**config.mk**
```make
export PLATFORM = sky130hd
export DESIGN_NAME = cache_main_mem
export DESIGN_NICKNAME = d
export VERILOG_FILES = /design/src/rtl/cache_main_mem_pkg.sv /design/src/rtl/cache_main_mem_array.sv /design/src/rtl/cache_main_mem.sv
export SDC_FILE = /design/constraint.sdc
export NUM_CORES = 2
export LEC_CHECK = 0
export BUFFER_PORTS_ARGS = -buffer_cell sky130_fd_sc_hd__buf_4
export CAP_MARGIN = 20
export CORE_MARGIN = 2
export CORE_UTILIZATION = 30
export DETAILED_ROUTE_END_ITERATION = 10
export GPL_ROUTABILITY_DRIVEN = 0
export GPL_TIMING_DRIVEN = 0
export PLACE_DENSITY_LB_ADDON = 0.1
export SLEW_MARGIN = 20
export SYNTH_ARGS = -nofsm -noshare
export SYNTH_HDL_FRONTEND = slang
export SYNTH_SLANG_ARGS = --single-unit
```
**constraint.sdc**
```tcl
create_clock -name clk -period 2.8 [get_ports clk]
set_input_delay 0.14 -clock clk [delete_from_list [all_inputs] [get_ports clk]]
set_output_delay 0.14 -clock clk [all_outputs]
set_load 0.01 [all_outputs]
```
**src/rtl/cache_main_mem_pkg.sv**
```systemverilog
// Shared cache package: bus widths, request/response bus structs and
// constants for the line-granular backing memory (cache_main_mem).
package cache_main_mem_pkg;

    localparam int ADDR_WIDTH   = 8;
    localparam int OFFSET_WIDTH = 4;
    localparam int INDEX_WIDTH  = ADDR_WIDTH - OFFSET_WIDTH;
    localparam int DATA_WIDTH_M = 128;
    localparam int WMASK_WIDTH  = DATA_WIDTH_M / 8;
    localparam int MEM_LINES    = 1 << (ADDR_WIDTH - OFFSET_WIDTH);

    localparam logic [1:0] RESP_OKAY   = 2'b00;
    localparam logic [1:0] RESP_SLVERR = 2'b10;

    typedef enum logic {
        REQ_RD = 1'b0,
        REQ_WR = 1'b1
    } req_kind_e;

    typedef struct packed {
        logic [ADDR_WIDTH-1:0] addr;
    } mem_r_req_bus_t;

    typedef struct packed {
        logic [ADDR_WIDTH-1:0]   addr;
        logic [DATA_WIDTH_M-1:0] data;
        logic [WMASK_WIDTH-1:0]  wmask;
    } mem_w_req_bus_t;

    typedef struct packed {
        logic [DATA_WIDTH_M-1:0] rdata;
        logic [1:0]              rresp;
    } mem_r_resp_bus_t;

    typedef struct packed {
        logic [1:0] bresp;
    } mem_w_resp_bus_t;

    // Line index of a byte address (offset bits dropped).
    function automatic logic [INDEX_WIDTH-1:0] line_index(input logic [ADDR_WIDTH-1:0] addr);
        return addr[ADDR_WIDTH-1:OFFSET_WIDTH];
    endfunction

endpackage

```
**src/rtl/cache_main_mem_array.sv**
```systemverilog
// cache_mem_array: MEM_LINES x DATA_WIDTH_M storage, byte-masked synchronous
// write port and combinational read port. Contents are never reset.
module cache_mem_array
    import cache_main_mem_pkg::*;
(
    input  logic                    clk,
    input  logic                    i_we,
    input  logic [INDEX_WIDTH-1:0]  i_waddr,
    input  logic [DATA_WIDTH_M-1:0] i_wdata,
    input  logic [WMASK_WIDTH-1:0]  i_wmask,
    input  logic [INDEX_WIDTH-1:0]  i_raddr,
    output logic [DATA_WIDTH_M-1:0] o_rdata
);

    logic [DATA_WIDTH_M-1:0] r_mem [MEM_LINES];

    // Byte-masked line write.
    always_ff @(posedge clk) begin
        if (i_we) begin
            for (int unsigned i = 0; i < WMASK_WIDTH; i++) begin
                if (i_wmask[i]) begin
                    r_mem[i_waddr][8*i +: 8] <= i_wdata[8*i +: 8];
                end
            end
        end
    end

    assign o_rdata = r_mem[i_raddr];

endmodule

```
**src/rtl/cache_main_mem.sv**
```systemverilog
// cache_main_mem: single-outstanding line memory behind the L1 memory port.
// One read or write is accepted in IDLE (write has priority), held for
// LATENCY cycles, then answered with a one-cycle registered response.
// Optional macro CACHE_MEM_ALIGN_CHECK_EN: misaligned requests get SLVERR,
// reads return zero data and writes leave the array untouched.
module cache_main_mem
    import cache_main_mem_pkg::*;
#(
    parameter int unsigned LATENCY = 4
) (
    input  logic            clk,
    input  logic            rstn,
    input  logic            mem_r_req_valid,
    input  mem_r_req_bus_t  mem_r_req,
    output logic            mem_r_req_ready,
    output logic            mem_r_resp_valid,
    output mem_r_resp_bus_t mem_r_resp,
    input  logic            mem_w_req_valid,
    input  mem_w_req_bus_t  mem_w_req,
    output logic            mem_w_req_ready,
    output logic            mem_w_resp_valid,
    output mem_w_resp_bus_t mem_w_resp
);

`ifdef CACHE_MEM_ALIGN_CHECK_EN
    localparam bit ALIGN_CHECK = 1'b1;
`else
    localparam bit ALIGN_CHECK = 1'b0;
`endif

    localparam logic [3:0] CNT_LOAD = 4'(LATENCY - 1);

    typedef enum logic [1:0] {
        ST_IDLE = 2'd0,
        ST_BUSY = 2'd1,
        ST_RESP = 2'd2
    } state_e;

    state_e                  r_state, w_state_nxt;
    logic [3:0]              r_cnt, w_cnt_nxt;
    logic                    w_accept_wr, w_accept_rd, w_accept;
    logic                    w_offset_nz;
    req_kind_e               r_kind, w_kind_cur;
    logic [INDEX_WIDTH-1:0]  r_index, w_index_cur;
    logic                    r_err, w_err_cur;
    logic [DATA_WIDTH_M-1:0] r_wdata, w_arr_rdata;
    logic [WMASK_WIDTH-1:0]  r_wmask;
    logic                    w_enter_resp, w_arr_we;
    logic                    r_rvalid, r_bvalid;
    logic [DATA_WIDTH_M-1:0] r_rdata;
    logic [1:0]              r_rresp, r_bresp;

    // Request arbitration and selection of the transaction currently in
    // flight; with LATENCY=1 the response is formed from the live request.
    always_comb begin
        w_accept_wr = (r_state == ST_IDLE) && mem_w_req_valid;
        w_accept_rd = (r_state == ST_IDLE) && !mem_w_req_valid && mem_r_req_valid;
        w_accept    = w_accept_wr || w_accept_rd;
        w_kind_cur  = r_kind;
        w_index_cur = r_index;
        w_offset_nz = 1'b0;
        if (w_accept_wr) begin
            w_kind_cur  = REQ_WR;
            w_index_cur = line_index(mem_w_req.addr);
            w_offset_nz = |mem_w_req.addr[OFFSET_WIDTH-1:0];
        end else if (w_accept_rd) begin
            w_kind_cur  = REQ_RD;
            w_index_cur = line_index(mem_r_req.addr);
            w_offset_nz = |mem_r_req.addr[OFFSET_WIDTH-1:0];
        end
        w_err_cur = w_accept ? (ALIGN_CHECK && w_offset_nz) : r_err;
    end

    // Next-state, latency counter and ready decode.
    always_comb begin
        w_state_nxt     = r_state;
        w_cnt_nxt       = r_cnt;
        mem_w_req_ready = 1'b0;
        mem_r_req_ready = 1'b0;
        case (r_state)
            ST_IDLE: begin
                mem_w_req_ready = rstn;
                mem_r_req_ready = rstn && !mem_w_req_valid;
                if (w_accept) begin
                    w_cnt_nxt   = CNT_LOAD;
                    w_state_nxt = (CNT_LOAD == 4'd0) ? ST_RESP : ST_BUSY;
                end
            end
            ST_BUSY: begin
                w_cnt_nxt = r_cnt - 4'd1;
                if (w_cnt_nxt == 4'd0) begin
                    w_state_nxt = ST_RESP;
                end
            end
            ST_RESP: w_state_nxt = ST_IDLE;
            default: w_state_nxt = ST_IDLE;
        endcase
    end

    // State and counter registers.
    always_ff @(posedge clk) begin
        if (!rstn) begin
            r_state <= ST_IDLE;
            r_cnt   <= '0;
        end else begin
            r_state <= w_state_nxt;
            r_cnt   <= w_cnt_nxt;
        end
    end

    // Latch the accepted request.
    always_ff @(posedge clk) begin
        if (!rstn) begin
            r_kind  <= REQ_RD;
            r_index <= '0;
            r_err   <= 1'b0;
            r_wdata <= '0;
            r_wmask <= '0;
        end else if (w_accept) begin
            r_kind  <= w_kind_cur;
            r_index <= w_index_cur;
            r_err   <= w_err_cur;
            r_wdata <= mem_w_req.data;
            r_wmask <= mem_w_req.wmask;
        end
    end

    assign w_enter_resp = (w_state_nxt == ST_RESP);

    // Registered response: valid/data loaded on the edge entering RESP.
    always_ff @(posedge clk) begin
        if (!rstn) begin
            r_rvalid <= 1'b0;
            r_bvalid <= 1'b0;
            r_rdata  <= '0;
            r_rresp  <= RESP_OKAY;
            r_bresp  <= RESP_OKAY;
        end else begin
            r_rvalid <= w_enter_resp && (w_kind_cur == REQ_RD);
            r_bvalid <= w_enter_resp && (w_kind_cur == REQ_WR);
            if (w_enter_resp && (w_kind_cur == REQ_RD)) begin
                r_rdata <= w_err_cur ? '0 : w_arr_rdata;
                r_rresp <= w_err_cur ? RESP_SLVERR : RESP_OKAY;
            end
            if (w_enter_resp && (w_kind_cur == REQ_WR)) begin
                r_bresp <= w_err_cur ? RESP_SLVERR : RESP_OKAY;
            end
        end
    end

    // Write commits at the end of RESP; a reset during RESP suppresses it.
    assign w_arr_we = rstn && (r_state == ST_RESP) && (r_kind == REQ_WR) && !r_err;

    cache_mem_array u_array (
        .clk     (clk),
        .i_we    (w_arr_we),
        .i_waddr (r_index),
        .i_wdata (r_wdata),
        .i_wmask (r_wmask),
        .i_raddr (w_index_cur),
        .o_rdata (w_arr_rdata)
    );

    assign mem_r_resp_valid = r_rvalid && rstn;
    assign mem_w_resp_valid = r_bvalid && rstn;
    assign mem_r_resp       = '{rdata: r_rdata, rresp: r_rresp};
    assign mem_w_resp       = '{bresp: r_bresp};

endmodule

```
## Word-level counts from Yosys, hierarchy flattened

Memory sizes are Yosys's and may differ from the RTL's.
Index checks and enable logic that the tools add are counted.

- Bits in writable memories: 2,048
- Memories: 1
- Bits in latches: 0
- Memory bits (read-only): 0
- Bits of input ports: 164
- Word-level logic and storage cells: 99
- Register bits after elaboration: 290
- Output and inout port bits: 136

Memories:

| memory | words | width | rd ports | clocked after memory_dff | wr ports | line | text |
|---|---|---|---|---|---|---|---|
| u_array.r_mem | 16 | 128 | 1 | 0 | 1 | cache_main_mem_array.sv:15 | `logic [DATA_WIDTH_M-1:0] r_mem [MEM_LINES];` |

- Reduce and logical (&&, ||, !) cells: 18
- Equality and inequality tests: 4
- Div/mod/pow operators: 0
- $lt $le $gt $ge: 0
- Multiplexer cells: 62
- Bitwise operators: 1
- Multipliers: 0
- Shift-type cells: 0
- Add/subtract/negate cells: 1

Operator list:

| operator | number |
|---|---|
| 2-to-1 mux 128 bit | 1 |
| 2-to-1 mux 1 bit | 53 |
| 2-to-1 mux 4 bit | 3 |
| logical AND 1 bit | 11 |
| case mux 4 bit (2 select lines) | 1 |
| 2-to-1 mux 2 bit | 3 |
| equality test 2 bit, second input constant | 2 |
| logical NOT 4 bit | 1 |
| case mux 2 bit (2 select lines) | 1 |
| subtractor 4 x 1 -> 4 bit, second input constant | 1 |
| equality test 2 x 1 -> 1 bit, second input constant | 1 |
| logical NOT 1 bit | 2 |
| logical NOT 2 bit | 1 |
| inequality test 2 bit, second input constant | 1 |
| AND reduction 2 bit | 1 |
| nonzero test 2 bit | 1 |
| logical OR 1 bit | 1 |
| inverter 1 bit | 1 |

## Logic depth before layout (Yosys ltp)

- Depth after elaboration: 8
- Gate-level depth with buffers: 12

## Modules after synthesis

From an unflattened synthesis, not the netlist that was laid out.

- Cells, all modules: 4,799
- Area, all modules: 88,876.5 µm²

By module, submodules not included:

| module | cells an instance | seq. area each (µm²) | instances | area each (µm²) |
|---|---|---|---|---|
| cache_mem_array | 3,524 | 61,499.0 | 1 | 78,118.7 |
| cache_main_mem | 1,275 | 5,765.5 | 1 | 10,757.8 |

## Worst setup path after synthesis

No wires, ideal clock.

- Path kind: register to register
- From: register r_state[0]
- To: register r_rdata[108]
- Path buffers: 3
- Required time: 2,674 ps
- Data arrival time: 2,143 ps
- Setup time: 126 ps
- Slack: 531 ps
- Period minus slack after synthesis: 2,269 ps
- Cell stages (with the launch flop): 10
- Cell sequence: dfxtp_1 or2_1 buf_2 a21o_1 nand2_4 buf_2 buf_4 mux4_2 a22oi_1 nand3_1

- Word-level cells in the longest chain between the ends: 8
- Elaborated cells on any way between the ends: 19
- Those cells by class: eq/ne: 2; mux: 9; bitwise: 1; reduce/logical: 6; memory: 1

RTL lines:

| what | line | text |
|---|---|---|
| start, declared | cache_main_mem.sv:39 | `state_e r_state, w_state_nxt;` |
| start signal, assigned | cache_main_mem.sv:106 | `r_state <= w_state_nxt;` |
| parallel branches: the longest is 8 deep, another holds memory (16 x 128 bit) | -- |  |
| end signal, assigned | cache_main_mem.sv:142 | `r_rdata <= w_err_cur ? '0 : w_arr_rdata;` |
| end, declared | cache_main_mem.sv:50 | `logic [DATA_WIDTH_M-1:0] r_rdata;` |

Several ways; the timed one is not identified.
A chain may end at the register's enable or synchronous reset.

## Worst setup path after layout

- From: register r_state[0]
- To: memory u_array.r_mem[4][39], enable pin

- Word-level cells in the longest chain between the ends: 6

RTL lines:

| what | line | text |
|---|---|---|
| equality test 2 bit | cache_main_mem.sv:152 | `assign w_arr_we = rstn && (r_state == ST_RESP) && (r_kind == REQ_WR) && !r_err;` |
| logical AND 1 bit (3 in a row) | cache_main_mem.sv:152 |  |
| 2-to-1 mux 1 bit | cache_main_mem_array.sv:19 | `if (i_we) begin` |
| 2-to-1 mux 1 bit (implied by the code) | cache_main_mem_array.sv:22 | `r_mem[i_waddr][8*i +: 8] <= i_wdata[8*i +: 8];` |
| end, declared | cache_main_mem_array.sv:15 |  |

No other way between the ends.

==> run summary <==
CTS root buf: clkbuf_16
GRT overflow: 0
Post-DP HPWL: 231000 um
startpoint class of the critical path: flop
Die H: 545 um
failing checks: setup timing
area grow syn2layout: 27.4%
Placeable Area: 0.291 mm^2
max-capacitance violation count: 0
layout cells sized above 1: 31.1%
outcome: finished with violations
Peak supply drop: 0.000406 V
design area: 0.112 mm^2
wire length per cell: 34.4 um
R2R setup slack: -0.05 ns
skew final: 0.0338 ns
EDFF count, synth: 2048
Critical Path RT: 3.29 ns
DP Area: 0.0960 mm^2
Final period util: 102%
synthesis-stage register bit count: 2336
Final Util: 38.4%
IO Port Bufs: 288
RSZ-0062 raised after global routing: true
GR Util All Layers: 22.9%
vias in the first global route: 51400
# setup viols final: 65
# rows: 198
critical path arrival: 3.34 ns
Final WS setup: -0.0545 ns
Period minus WS final: 2.85 ns
CTS tree: built
Initial Util: 30.1%
Setup WS pre-CTS: -1.77 ns
Power Density: 742 mW/mm^2
Final Hold Fails: 0
global-route wire length before repair: 457000 um
Synth Cell Area: 0.0877 mm^2
register area share after synthesis: 76.7%
Slew HR: 19.1%
Layout Cells excl Fill: 10000
Lkg Pwr: 0.0366 uW
Post-Route WL: 345000 um
Die ar.: 0.297 mm^2
r2r endpoint: u_array.r_mem[4][39]$_DFFE_PP_
Mapped Cells: 4979
drt pass-1 iters: 7
Peak Freq: 0.350 GHz
H-Tree Depth: 5
layout filler cell count: 27000
nets@finish: 6060
I/O pin total: 300
antenna violations before repair: 20
via total after detailed routing: 51700
crit path capture type: flop
Clock Sinks: 2336
Worst Min Path Start: mem_w_req[114]
WHS Endpoint: r_wdata[98]$_SDFFE_PN0P_
power after layout: 82900 uW
Main synth FF type: edfxtp_1
Yosys cell types: 57
hold depth: 4
crit path max fanout: 10
Ys Warns: 0
HP Class: input pin to flop
reg2reg start: r_state[0]$_SDFF_PN0_
Crit Path Class: flop to flop
largest net degree at the start of global routing: 18
CTS Buf Count: 269
Bufs on Longest Clock Path: 4
Skew-Pair Late Insertion Delay: 0.89 ns
Iter 0 DRT Violations: 5801
mean area per synthesized cell: 17.6 um^2
Vias/cell: 5.15
FFs w/ async S/R, synth: 0%
Routed Antenna Nets: 0
die width: 545 um
detailed-route DRC error count: 0
clock-pin slew on the worst setup and hold paths: 0.06 ns
dpl cells: 9212
pin slew with the least headroom to its limit: 1.21 ns
worst r2r path cells: 5
Slew Viols, Final: 0
-- how the worst max path moves through the flow --
stage / start / endpoint / slack [ns] / cells after the start
2_1_floorplan: r_state[0]$_SDFF_PN0_ / r_rdata[108]$_SDFFE_PN0P_ / 0.53 / 9
3_3_place_gp: mem_r_req_valid / r_rdata[28]$_SDFFE_PN0P_ / -4.23 / 9
3_5_place_dp: r_state[0]$_SDFF_PN0_ / u_array.r_mem[7][106]$_DFFE_PP_ / -1.77 / 7
4_1_cts: r_index[3]$_SDFFE_PN0P_ / u_array.r_mem[5][10]$_DFFE_PP_ / -0.17 / 4
5_1_grt: r_state[0]$_SDFF_PN0_ / u_array.r_mem[4][39]$_DFFE_PP_ / -0.09 / 5
6_report: r_state[0]$_SDFF_PN0_ / u_array.r_mem[4][39]$_DFFE_PP_ / -0.05 / 5
-- Yosys cell counts, types with 47 or more instances --
master,instances,area [um^2]
nand2_1,758,2850
buf_2,74,370
mux2i_1,53,531
mux4_2,384,8650
nor2_1,284,1070
clkbuf_1,167,627
a21boi_0,145,1090
dfxtp_1,288,5770
a22oi_1,199,1490
nand3_1,195,976
edfxtp_1,2048,61500
a32oi_1,54,473
a21oi_1,47,235
-- worst max-delay path: stages, from the launching register on --
cell and delay, ns:
dfxtp_4 0.37, nor2_1 0.09, and4_4 0.44, buf_4 0.36
nand2_1 0.42, nor2_2 0.74
-- metal layers --
metal  GRT usage, %  wire length, um
met2           36.4           159000
met1           30.7           145000
met5              0               27
met3           3.45            22000
met4           10.9            18400
-- logic make-up (layout without fill, tap and decap cells) --
family                   Yosys count  after routing  synth area share [%]
AO/OA/AOI/OAI                    587            587                  4.91
XOR/XNOR                           1              1               0.00999
adder cells (fa/ha/maj)            2              2                0.0285
buffers and inverters            313           1443                  1.81
flip-flops                      2336           2336                  76.7
multiplexers                     437            437                  10.5
other                              1             23               0.00428
AND/OR/NAND/NOR                 1302           1302                  6.06
-- flip-flops by register name, indices dropped and copies added (netlist names), 2 cells and up --
name           count
u_array.r_mem   2048
r_rdata          128
r_wmask           16
r_index            4
r_wdata          128
r_state            2
r_cnt              4
-- area by class of cell --
class | count | area (um^2) | share of cell area (%)
buffer | 297 | 2830 | 2.53
timing repair buffer | 654 | 7000 | 6.26
multi-input combinational | 2331 | 21200 | 19.0
clock buffer | 382 | 7480 | 6.70
sequential | 2336 | 67300 | 60.2
clock inverter | 105 | 972 | 0.870
tap | 3900 | 4880 | 4.37
inverter | 5 | 18.8 | 0.0168
antenna | 21 | 52.6 | 0.0470
-- through the flow --
step	setup TNS [ns]	hold WS (ns)
detailed placement	-2294.31	0.410
CTS	-24.92	0.00163
global route	-4.43	0.0558
global placement	-3102.13	0.402
finish	-1.06	0.0640
floorplan	0	0.285
-- placed cells by master (no fill, tap or decap), types with 145 or more instances in the layout --
cell,n
nand3_1,187
dfxtp_1,283
mux4_2,384
buf_4,402
clkbuf_16,282
nor2_4,213
dlygate4sd3_1,156
nand2_1,740
edfxtp_1,2048
a21boi_0,145
-- power breakdown --
group	leakage [uW]	total, uW	switching [uW]	internal [uW]
sequential	0.0213	39400	988	38400
clock	0.00412	34300	14800	19600
combinational	0.0112	9180	5660	3520
-- timing repair --
action                                 4_1_cts  5_1_grt
hold buffers                               156        0
endpoints found under the hold margin      150        0
resized for setup                          647      285
pin swaps                                   79       50
setup buffers                              126       33
gates cloned                                 4        8
setup endpoints to repair                 2249     1182
Power figures use the tool's default switching activity.
